[src/rtl/nxn_game_core_if.sv]
// nxn_game_core_if: move-request handshake between a move source (master) and the game core (slave).
// The move is taken on a cycle where move_valid and move_ready are both high; move_err flags a rejected move.
interface nxn_game_core_if #(
    parameter int CW = 2
);
    logic          move_valid;
    logic [CW-1:0] move_row;
    logic [CW-1:0] move_col;
    logic          move_ready;
    logic          move_err;

    modport master (output move_valid, move_row, move_col, input  move_ready, move_err);
    modport slave  (input  move_valid, move_row, move_col, output move_ready, move_err);
endinterface

[src/rtl/nxn_game_core.sv]
// nxn_game_core: N x N, K-in-a-row two-player engine with a per-turn BCD countdown and a sequential win scan.
// Optional macro TIMEOUT_LOSS_EN: a turn timeout ends the game in favour of the opponent.
//
// state   | meaning
// --------+-----------------------------------------------------------
// S_IDLE  | after reset, waiting for start_game low
// S_PLAY  | accepting moves, per-turn timer running on tick_1hz
// S_CHECK | scanning lines through the last placed cell, one cell/cycle
// S_END   | game over, board and time-left frozen, waiting for restart
module nxn_game_core #(
    parameter  int BOARD_N   = 3,
    parameter  int WIN_LEN   = 3,
    parameter  int TURN_TIME = 30,
    localparam int CW        = $clog2(BOARD_N)
) (
    input  logic            i_clock,
    input  logic            i_reset,
    input  logic            i_start_game,
    input  logic            i_tick_1hz,
    nxn_game_core_if.slave  mv,
    input  logic [CW-1:0]   i_rd_row,
    input  logic [CW-1:0]   i_rd_col,
    output logic [1:0]      o_rd_data,
    output logic            o_start,
    output logic            o_turn,
    output logic [1:0]      o_game_end,
    output logic [3:0]      o_time_left_ten,
    output logic [3:0]      o_time_left_one
);

    typedef enum logic [1:0] {S_IDLE, S_PLAY, S_CHECK, S_END} state_t;

    localparam int CW1 = CW + 1;
    localparam int PW  = CW + 2;
    localparam int MCW = $clog2(BOARD_N * BOARD_N + 1);

    localparam logic [CW1-1:0]       N_U    = CW1'(BOARD_N);
    localparam logic signed [PW-1:0] S_N    = PW'(BOARD_N);
    localparam logic signed [PW-1:0] S_ONE  = PW'(1);
    localparam logic signed [PW-1:0] S_ZERO = '0;
    localparam logic signed [PW-1:0] S_NEG  = -S_ONE;
    localparam logic [MCW-1:0]       CELLS  = MCW'(BOARD_N * BOARD_N);
    localparam logic [3:0]           WL     = 4'(WIN_LEN);
    localparam logic [3:0]           TT_TEN = 4'(TURN_TIME / 10);
    localparam logic [3:0]           TT_ONE = 4'(TURN_TIME % 10);

    state_t               r_state, w_state_nxt;
    logic [1:0]           r_board [BOARD_N][BOARD_N];
    logic                 r_turn, w_turn_nxt;
    logic [1:0]           r_game_end, w_end_nxt;
    logic [3:0]           r_ten, r_one, w_ten_nxt, w_one_nxt;
    logic                 r_err, w_err_nxt;
    logic [CW-1:0]        r_row, r_col, w_row_nxt, w_col_nxt;
    logic signed [PW-1:0] r_pr, r_pc, w_pr_nxt, w_pc_nxt;
    logic [1:0]           r_dir, w_dir_nxt;
    logic                 r_side, w_side_nxt;
    logic [3:0]           r_cnt, w_cnt_nxt;
    logic [MCW-1:0]       r_mcnt, w_mcnt_nxt;

    logic                 w_clr, w_wr;
    logic [1:0]           w_mover;
    logic                 w_mv_in, w_mv_legal;
    logic signed [PW-1:0] w_dr, w_dc, w_nr, w_nc, w_or, w_oc;
    logic                 w_n_in, w_n_match;
    logic                 w_time_one;

    assign w_mover    = r_turn ? 2'b10 : 2'b01;
    assign w_mv_in    = ({1'b0, mv.move_row} < N_U) && ({1'b0, mv.move_col} < N_U);
    assign w_mv_legal = w_mv_in && (r_board[mv.move_row][mv.move_col] == 2'b00);
    assign w_time_one = (r_ten == 4'd0) && (r_one == 4'd1);
    assign w_or       = $signed({2'b00, r_row});
    assign w_oc       = $signed({2'b00, r_col});

    // Direction order H, V, D, A; the negative side walks the same vector backwards.
    always_comb begin
        w_dr = S_ONE;
        w_dc = S_ONE;
        case (r_dir)
            2'd0:    w_dr = S_ZERO;
            2'd1:    w_dc = S_ZERO;
            2'd2:    ;
            default: w_dc = S_NEG;
        endcase
    end

    assign w_nr      = r_side ? (r_pr - w_dr) : (r_pr + w_dr);
    assign w_nc      = r_side ? (r_pc - w_dc) : (r_pc + w_dc);
    assign w_n_in    = !w_nr[PW-1] && (w_nr < S_N) && !w_nc[PW-1] && (w_nc < S_N);
    assign w_n_match = w_n_in && (r_board[w_nr[CW-1:0]][w_nc[CW-1:0]] == w_mover);

    always_comb begin
        w_state_nxt = r_state;
        w_turn_nxt  = r_turn;
        w_end_nxt   = r_game_end;
        w_ten_nxt   = r_ten;
        w_one_nxt   = r_one;
        w_err_nxt   = 1'b0;
        w_row_nxt   = r_row;
        w_col_nxt   = r_col;
        w_pr_nxt    = r_pr;
        w_pc_nxt    = r_pc;
        w_dir_nxt   = r_dir;
        w_side_nxt  = r_side;
        w_cnt_nxt   = r_cnt;
        w_mcnt_nxt  = r_mcnt;
        w_clr       = 1'b0;
        w_wr        = 1'b0;
        case (r_state)
            S_IDLE, S_END: begin
                if (!i_start_game) begin
                    w_clr       = 1'b1;
                    w_mcnt_nxt  = '0;
                    w_turn_nxt  = 1'b0;
                    w_end_nxt   = 2'b00;
                    w_ten_nxt   = TT_TEN;
                    w_one_nxt   = TT_ONE;
                    w_state_nxt = S_PLAY;
                end
            end
            S_PLAY: begin
                // Any handshake, legal or not, swallows a coincident tick.
                if (mv.move_valid) begin
                    if (w_mv_legal) begin
                        w_wr        = 1'b1;
                        w_row_nxt   = mv.move_row;
                        w_col_nxt   = mv.move_col;
                        w_pr_nxt    = $signed({2'b00, mv.move_row});
                        w_pc_nxt    = $signed({2'b00, mv.move_col});
                        w_mcnt_nxt  = r_mcnt + 1'b1;
                        w_dir_nxt   = 2'd0;
                        w_side_nxt  = 1'b0;
                        w_cnt_nxt   = 4'd1;
                        w_state_nxt = S_CHECK;
                    end else begin
                        w_err_nxt = 1'b1;
                    end
                end else if (i_tick_1hz) begin
                    if (w_time_one) begin
`ifdef TIMEOUT_LOSS_EN
                        w_end_nxt   = r_turn ? 2'b01 : 2'b10;
                        w_ten_nxt   = 4'd0;
                        w_one_nxt   = 4'd0;
                        w_state_nxt = S_END;
`else
                        w_turn_nxt  = ~r_turn;
                        w_ten_nxt   = TT_TEN;
                        w_one_nxt   = TT_ONE;
`endif
                    end else if (r_one == 4'd0) begin
                        w_one_nxt = 4'd9;
                        w_ten_nxt = r_ten - 4'd1;
                    end else begin
                        w_one_nxt = r_one - 4'd1;
                    end
                end
            end
            S_CHECK: begin
                if (w_n_match) begin
                    if (r_cnt + 4'd1 == WL) begin
                        w_end_nxt   = w_mover;
                        w_state_nxt = S_END;
                    end else begin
                        w_cnt_nxt = r_cnt + 4'd1;
                        w_pr_nxt  = w_nr;
                        w_pc_nxt  = w_nc;
                    end
                end else if (!r_side) begin
                    w_side_nxt = 1'b1;
                    w_pr_nxt   = w_or;
                    w_pc_nxt   = w_oc;
                end else if (r_dir != 2'd3) begin
                    w_dir_nxt  = r_dir + 2'd1;
                    w_side_nxt = 1'b0;
                    w_cnt_nxt  = 4'd1;
                    w_pr_nxt   = w_or;
                    w_pc_nxt   = w_oc;
                end else if (r_mcnt == CELLS) begin
                    w_end_nxt   = 2'b11;
                    w_state_nxt = S_END;
                end else begin
                    w_turn_nxt  = ~r_turn;
                    w_ten_nxt   = TT_TEN;
                    w_one_nxt   = TT_ONE;
                    w_state_nxt = S_PLAY;
                end
            end
            default: w_state_nxt = S_IDLE;
        endcase
    end

    always_ff @(posedge i_clock or negedge i_reset) begin
        if (!i_reset) begin
            r_state <= S_IDLE;
        end else begin
            r_state <= w_state_nxt;
        end
    end

    always_ff @(posedge i_clock or negedge i_reset) begin
        if (!i_reset) begin
            r_turn     <= 1'b0;
            r_game_end <= 2'b00;
            r_ten      <= TT_TEN;
            r_one      <= TT_ONE;
            r_err      <= 1'b0;
            r_row      <= '0;
            r_col      <= '0;
            r_pr       <= '0;
            r_pc       <= '0;
            r_dir      <= 2'd0;
            r_side     <= 1'b0;
            r_cnt      <= 4'd0;
            r_mcnt     <= '0;
        end else begin
            r_turn     <= w_turn_nxt;
            r_game_end <= w_end_nxt;
            r_ten      <= w_ten_nxt;
            r_one      <= w_one_nxt;
            r_err      <= w_err_nxt;
            r_row      <= w_row_nxt;
            r_col      <= w_col_nxt;
            r_pr       <= w_pr_nxt;
            r_pc       <= w_pc_nxt;
            r_dir      <= w_dir_nxt;
            r_side     <= w_side_nxt;
            r_cnt      <= w_cnt_nxt;
            r_mcnt     <= w_mcnt_nxt;
        end
    end

    always_ff @(posedge i_clock or negedge i_reset) begin
        if (!i_reset) begin
            for (int i = 0; i < BOARD_N; i++) begin
                for (int j = 0; j < BOARD_N; j++) begin
                    r_board[i][j] <= 2'b00;
                end
            end
        end else if (w_clr) begin
            for (int i = 0; i < BOARD_N; i++) begin
                for (int j = 0; j < BOARD_N; j++) begin
                    r_board[i][j] <= 2'b00;
                end
            end
        end else if (w_wr) begin
            r_board[mv.move_row][mv.move_col] <= w_mover;
        end
    end

    always_comb begin
        o_rd_data = 2'b00;
        if (({1'b0, i_rd_row} < N_U) && ({1'b0, i_rd_col} < N_U)) begin
            o_rd_data = r_board[i_rd_row][i_rd_col];
        end
    end

    assign mv.move_ready   = (r_state == S_PLAY);
    assign mv.move_err     = r_err;
    assign o_start         = (r_state == S_PLAY) || (r_state == S_CHECK);
    assign o_turn          = r_turn;
    assign o_game_end      = r_game_end;
    assign o_time_left_ten = r_ten;
    assign o_time_left_one = r_one;

endmodule
[src/flat_wrapper.sv]
// flat-port wrapper written by rule: the top's interface ports become plain ports
module nxn_game_core_flat 
#(
    parameter  int BOARD_N   = 3,
    parameter  int WIN_LEN   = 3,
    parameter  int TURN_TIME = 30,
    localparam int CW        = $clog2(BOARD_N)
)
  (i_clock, i_reset, i_start_game, i_tick_1hz, i_rd_row, i_rd_col, o_rd_data, o_start, o_turn, o_game_end, o_time_left_ten, o_time_left_one, mv_move_valid, mv_move_row, mv_move_col, mv_move_ready, mv_move_err);
  nxn_game_core_if mv_i ();
  input  logic i_clock;
  input  logic i_reset;
  input  logic i_start_game;
  input  logic i_tick_1hz;
  input  logic [CW-1:0] i_rd_row;
  input  logic [CW-1:0] i_rd_col;
  output logic [1:0] o_rd_data;
  output logic o_start;
  output logic o_turn;
  output logic [1:0] o_game_end;
  output logic [3:0] o_time_left_ten;
  output logic [3:0] o_time_left_one;
  input wire logic [$bits(mv_i.move_valid)-1:0] mv_move_valid;
  input wire logic [$bits(mv_i.move_row)-1:0] mv_move_row;
  input wire logic [$bits(mv_i.move_col)-1:0] mv_move_col;
  output wire logic [$bits(mv_i.move_ready)-1:0] mv_move_ready;
  output wire logic [$bits(mv_i.move_err)-1:0] mv_move_err;
  assign mv_i.move_valid = mv_move_valid;
  assign mv_i.move_row = mv_move_row;
  assign mv_i.move_col = mv_move_col;
  assign mv_move_ready = mv_i.move_ready;
  assign mv_move_err = mv_i.move_err;
  nxn_game_core #(.BOARD_N(BOARD_N), .WIN_LEN(WIN_LEN), .TURN_TIME(TURN_TIME)) u_core (.i_clock(i_clock), .i_reset(i_reset), .i_start_game(i_start_game), .i_tick_1hz(i_tick_1hz), .mv(mv_i), .i_rd_row(i_rd_row), .i_rd_col(i_rd_col), .o_rd_data(o_rd_data), .o_start(o_start), .o_turn(o_turn), .o_game_end(o_game_end), .o_time_left_ten(o_time_left_ten), .o_time_left_one(o_time_left_one));
endmodule
[config.mk]
export PLATFORM = sky130hd
export DESIGN_NAME = nxn_game_core_flat
export DESIGN_NICKNAME = d
export VERILOG_FILES = /design/src/rtl/nxn_game_core_if.sv /design/src/rtl/nxn_game_core.sv /design/src/flat_wrapper.sv
export SDC_FILE = /design/constraint.sdc
export NUM_CORES = 1
export LEC_CHECK = 0
export CAP_MARGIN = 20
export CELL_PAD_IN_SITES_DETAIL_PLACEMENT = 1
export CELL_PAD_IN_SITES_GLOBAL_PLACEMENT = 2
export CORE_MARGIN = 8
export CORE_UTILIZATION = 34
export CTS_BUF_LIST = sky130_fd_sc_hd__clkbuf_16
export DETAILED_ROUTE_END_ITERATION = 8
export GPL_TIMING_DRIVEN = 0
export PLACE_DENSITY_LB_ADDON = 0.12
export SYNTH_ARGS = -nofsm -noshare
export SYNTH_HDL_FRONTEND = slang
export SYNTH_SLANG_ARGS = --single-unit
export TNS_END_PERCENT = 50
[constraint.sdc]
create_clock -name i_clock -period 4.95 [get_ports i_clock]
set_input_delay 0.99 -clock i_clock [delete_from_list [all_inputs] [get_ports i_clock]]
set_output_delay 0.99 -clock i_clock [all_outputs]
set_load 0.005 [all_outputs]
# Word-level counts from Yosys, hierarchy flattened
# Cells that the tools add are included.
# word_totals
in_bits	13
output_inout_bits	16
rom_bits	0
ff_bits	55
elab_cells	237
n_memories	0
ram_bits	0
latchBits	0
# op_classes
eq_ne	29
n_lt_le_gt_ge	14
addsub	9
n_div	0
muxes	120
mul	0
n_reduce_logical	35
bitwise_logic	7
n_shift	0
# op_table
op	count
4-bit 2-to-1 mux	40
2-bit 2-to-1 mux	28
6-bit 2-to-1 mux	7
4-bit case mux with 2 select lines	5
6-bit binary-select mux with 2-bit select	3
18-bit 2-to-1 mux	2
4-bit case mux with 3 select lines	2
6-bit AND reduction	4
1-bit 2-to-1 mux	22
18-bit bitwise mux	1
3-bit >= comparator (second input constant)	6
2-bit NOT with 3-bit output	6
2-bit != test (second input constant)	8
8-bit AND reduction	2
2-bit binary-select mux with 2-bit select	3
6-bit demux with 2-bit select	1
3-bit by 1-bit != test with 1-bit output (second input constant)	4
1-bit logical AND	10
4-bit by 1-bit adder with 4-bit output (second input constant)	2
4-bit logical NOT	2
2-bit less-than comparator (second input constant)	4
4-bit by 3-bit less-than comparator with 1-bit output (second input constant)	2
2-bit by 1-bit != test with 1-bit output (second input constant)	4
2-bit case mux with 2 select lines	2
other kinds (30)	44

# Longest topological paths before layout
# logic_depth
depth_word	15
ltp_mapped	18
mapped_depth_nobuf	16

# Worst setup path before layout
# Ideal clock, no wire load.
# synth_path
path_kind	register -> register
start	register u_core.r_dir[1]
end	register u_core.r_pc[0]
t_arrival_ps	3790
path_slack_ps	1035
n_path_buf	2
setup_ps	125
period_less_slack_ps	3915
stages_incl_launch_ff	18
path_cell_list	dfrtp_1 inv_1 ha_1 inv_1 ha_1 inv_1 mux2_2 fa_1 or2_2 o22ai_1 a221o_1 o21a_1 or3_1 buf_6 a21oi_1 a22o_1 buf_2 mux2_2
# synth_between
elab_chain_cells	15
elab_cells_between_ends	36
classes_between	add/sub (4); order compare (2); eq/ne (6); mux (13); bitwise (2); reduce/logical (9)
# synth_rtl
element	line	rtl
start: declaration	nxn_game_core.sv:55	logic [1:0] r_dir, w_dir_nxt;
start signal: assignment	nxn_game_core.sv:224	r_dir <= w_dir_nxt;
2-bit logical NOT	nxn_game_core.sv:78	case (r_dir)
1-bit 2-to-1 mux	nxn_game_core.sv:78	
4-bit by 2-bit adder with 4-bit output or 4-bit by 2-bit subtractor with 4-bit output (tied branches)	nxn_game_core.sv:86	assign w_nr = r_side ? (r_pr - w_dr) : (r_pr + w_dr);
4-bit 2-to-1 mux	nxn_game_core.sv:86	
2-bit NOT with 3-bit output (implied by the code)	nxn_game_core.sv:89	assign w_n_match = w_n_in && (r_board[w_nr[CW-1:0]][w_nc[CW-1:0]] == w_mover);
6-bit binary-select mux with 2-bit select	nxn_game_core.sv:89	
6-bit 2-to-1 mux (implied by the code) (2 in series)	nxn_game_core.sv:89	
2-bit binary-select mux with 2-bit select	nxn_game_core.sv:89	
2-bit 2-to-1 mux (implied by the code) (2 in series)	nxn_game_core.sv:89	
2-bit equality test	nxn_game_core.sv:89	
1-bit logical AND	nxn_game_core.sv:89	
4-bit != test (no source line), or another cell as far along	n/a	
5-bit AND reduction (no source line) or 4-bit case mux with 2 select lines (tied branches)	n/a	
end signal: assignment	nxn_game_core.sv:223	r_pc <= w_pc_nxt;
end: declaration	nxn_game_core.sv:54	logic signed [PW-1:0] r_pr, r_pc, w_pr_nxt, w_pc_nxt;
# Several ways; a longest one is shown, not always the timed one. The select of a mux whose other input is x is not followed.
# A chain may end at the register's enable or synchronous reset.

# Worst setup path in the final report
# layout_path
start	register u_core.r_dir[0]
end	register u_core.r_pc[0]
# The elaborated chain is that of the path after synthesis.

==> summary.md <==
| Metric | Value |
|---|---|
| Status | completed |
| Initial antenna violation count | 0 |
| FMAX | 219.0 MHz |
| HPWL after DPL | 7.834 mm |
| Leakage power | 1.891 nW |
| Layout cell share with drive strength beyond 1 | 7.221% |
| CTS root buf | clkbuf_16 |
| CP Max Fanout | 8 |
| Tcrit/Tclk final | 92.27% |
| Max-slew violation count | 0 |
| Port Buffers | 26 |
| Via-to-Cell Ratio | 5.322 |
| Post-synthesis simple-gate area fraction | 20.39% |
| Area contributors post-synth | dfrtp_1 36%, ha_1 7.9%, nor2_1 7.0% |
| FF+latch count, synth | 55 |
| Final net count | 494 |
| Largest family of logic cells by synthesized area | simple AND/OR/NAND/NOR gates |
| Total GRT Usage | 15.16% |
| Main flop type after synthesis | dfrtp_1 |
| Antenna Cells | 0 |
| Fillers | 1299 |
| Synthesized area | 3651 µm² |
| Post-Syn Nets | 460 |
| XOR/XNOR Fraction of Synth Area | 1.439% |
| Post CTS Setup Buffer Count | 0 |
| Register Area | 1379 µm² |
| Worst VDD drop | 0.0002369 V |
| Dpl cells | 589 |
| Drt wl/cell | 17.35 µm |
| Die area | 14310 µm² |
| Final ANT Viol Nets | 0 |
| Number of global-route vias before repair | 3436 |
| Mean Syn Cell Area | 8.652 µm² |
| # setup viols final | 0 |
| PwrDens | 505.1 nW/µm² |
| Initial DRC count | 141 |
| Drt total wl | 10.36 mm |
| Post-Synth Adder-Cell Area | 8.979% |
| Setup CP Type | reg -> reg |
| I/O pins | 29 |
| Initial Utilization | 34.28% |
| FP Rows | 38 |
| Startpoint Class | flip-flop |
| Via count | 3177 |
| Final Hold Fails | 0 |
| Synth Warn # | 0 |
| Post-synthesis cell count | 422 |
| Largest net degree at the start of global routing | 36 |
| Die H | 119.6 µm |
| 1st-pass router iterations | 4 |
| Minimum clock period | 4567 ps |
| Hold Path Class | reg -> reg |
| Dpl ws | 415.5 ps |
| First-pass GRT wire length | 17.73 mm |
| Relative slew slack | 29.45% |
| Die width | 119.6 µm |
| FFs w/ async S/R, synth | 100.0% |
| Post-synthesis mux area share | 5.860% |
| Final Skew | 11.31 ps |
| RD Place Congestion | 0.7672 |
| Top post-synthesis cells by count | 68 x nor2_1, 53 x dfrtp_1, 31 x nand2_1 |
| Clock buffer count from CTS | 5 |
| Post-synth EDFFs | 0 |
| Sequential-to-total area share from yosys stat | 37.77% |
| Cts hold-fix bufs | 0 |
| Final setup margin | 382.8 ps |
| Crit path DAT | 4750 ps |
| Leading area contributor after synthesis | dfrtp_1 |
| Total negative slack | 0 ps |
| Multi-input logic area | 2059 µm² |
| # clock sinks | 55 |
| Slew at the pin closest to its max-slew limit | 1056 ps |
| H-Tree Depth | 2 |
| Skew-Pair Late Insertion Delay | 300 ps |
| RSZ-0062 raised after global routing | no |
| CP endpoint kind | flip-flop |
| Synth unique cells | 58 |
| Max-Cap Viols | 0 |
| Core Area | 10650 µm² |
| CTS tree | built |
| Resized cells post-CTS | 0 |
| WP data required | 5130 ps |
| DRC | 0 |
| Post-synthesis compound-gate area fraction | 19.74% |
| Most common cell in the netlist | nor2_1 |
| CTS Buffer Depth | 2 |
| Area growth syn-to-layout | 16.07% |
| Worst-path clk slew | 80 ps |
| Post-Layout Cell Count | 597 |
| Yosys top cell area share | 36.33% |
| GRT Residual Overflow | 0 |
layout make-up:
cell class / instances / area share [%]
Multi-Input combinational cell: 315 / 48.60
Sequential cell: 55 / 32.54
Timing Repair Buffer: 27 / 6.495
Tap cell: 140 / 4.133
Clock buffer: 5 / 2.952
Inverter: 32 / 2.834
Buffer: 20 / 2.185
Clock inverter: 3 / 0.2657
cell families (layout without fill, tap and decap cells):
logic type,count (synthesis),after routing
compound gates,107,107
xor+xnor,6,6
mux,18,18
buf+inv,52,87
flops,55,55
simple gates,159,159
fa+ha+maj,25,25
path summary, 6_finish.rpt:
path	start	end	slack, ps	depth (start not counted)
worst max-delay path	u_core.r_dir[0]	u_core.r_pc[0]	380	16
worst min-delay path	u_core.r_row[1]	u_core.r_row[1]	480	2
worst max register to register	u_core.r_dir[0]	u_core.r_pc[0]	380	16
worst min register to register	u_core.r_row[1]	u_core.r_row[1]	480	2
max in group asynchronous	i_reset	u_core.o_time_left_ten[1]	3640	2
min in group asynchronous	i_reset	u_core.r_cnt[2]	660	1
layout by cell type (no fill, tap or decap), types with 4 or more instances in the layout:
cell             instances
clkdlybuf4s50_1         25
o21ai_0                 21
mux2i_1                  9
a31oi_1                 14
clkbuf_1                15
o22ai_1                 11
nor2_1                  68
a211oi_1                 4
nor2b_1                  6
xor2_1                   5
o31ai_1                  5
or2_2                    7
inv_1                   33
nand3_1                  6
nand2b_1                 9
mux2_2                   7
dfrtp_1                 53
ha_1                    23
clkbuf_16                5
a21o_1                   5
nor4_1                   4
a21oi_1                 19
nand2_1                 31
nor3_1                  11
and2_1                   7
per-layer routing:
layer  vias to the layer above  GRT usage, %  wire, µm
met5                         -             0         0
met4                         0         3.981       109
met3                         9         2.442       270
met2                        30         26.62      4982
met1                      1586         18.87      4995
li1                       1552             -         -
stage by stage:
stage	util [%]	hold WS [ps]	power, mW	instance area, µm²
3_5_place_dp	38.51	474.4	1.808	4101
5_1_grt	39.79	511.1	2.331	4238
2_1_floorplan	-	446.4	1.434	3651
4_1_cts	39.79	486.8	2.172	4238
3_3_place_gp	38.37	464.9	1.778	4086
6_report	39.79	481.1	2.141	4238
sequential cells by signal (all words and copies together) (netlist names), 4 cells and up:
| name | cells |
|---|---|
| u_core.r_cnt | 4 |
| u_core.r_pc | 4 |
| u_core.o_time_left_ten | 4 |
| u_core.r_pr | 4 |
| u_core.r_board | 18 |
| u_core.r_mcnt | 4 |
| u_core.o_time_left_one | 4 |
critical path, stage by stage (launching register included):
cell and delay (ps):
dfrtp_1 420, ha_1 230, inv_1 100, ha_1 290, inv_1 30, mux2_2 280, fa_1 700, or2_2 170
o22ai_1 80, a221oi_1 420, a21oi_1 250, or3_1 360, buf_6 150, a21oi_1 190, a22o_1 180, buf_2 220
mux2_2 360
power breakdown:
| group | leakage [nW] | switching (mW) | total [mW] | internal (mW) |
|---|---|---|---|---|
| Sequential | 0.726 | 0.0921 | 0.646 | 0.554 |
| Clock | 0.0776 | 0.170 | 0.354 | 0.183 |
| Combinational | 1.09 | 0.660 | 1.14 | 0.482 |
| Total | 1.89 | 0.922 | 2.14 | 1.22 |
No activity file was read; power rests on OpenSTA's default activity.
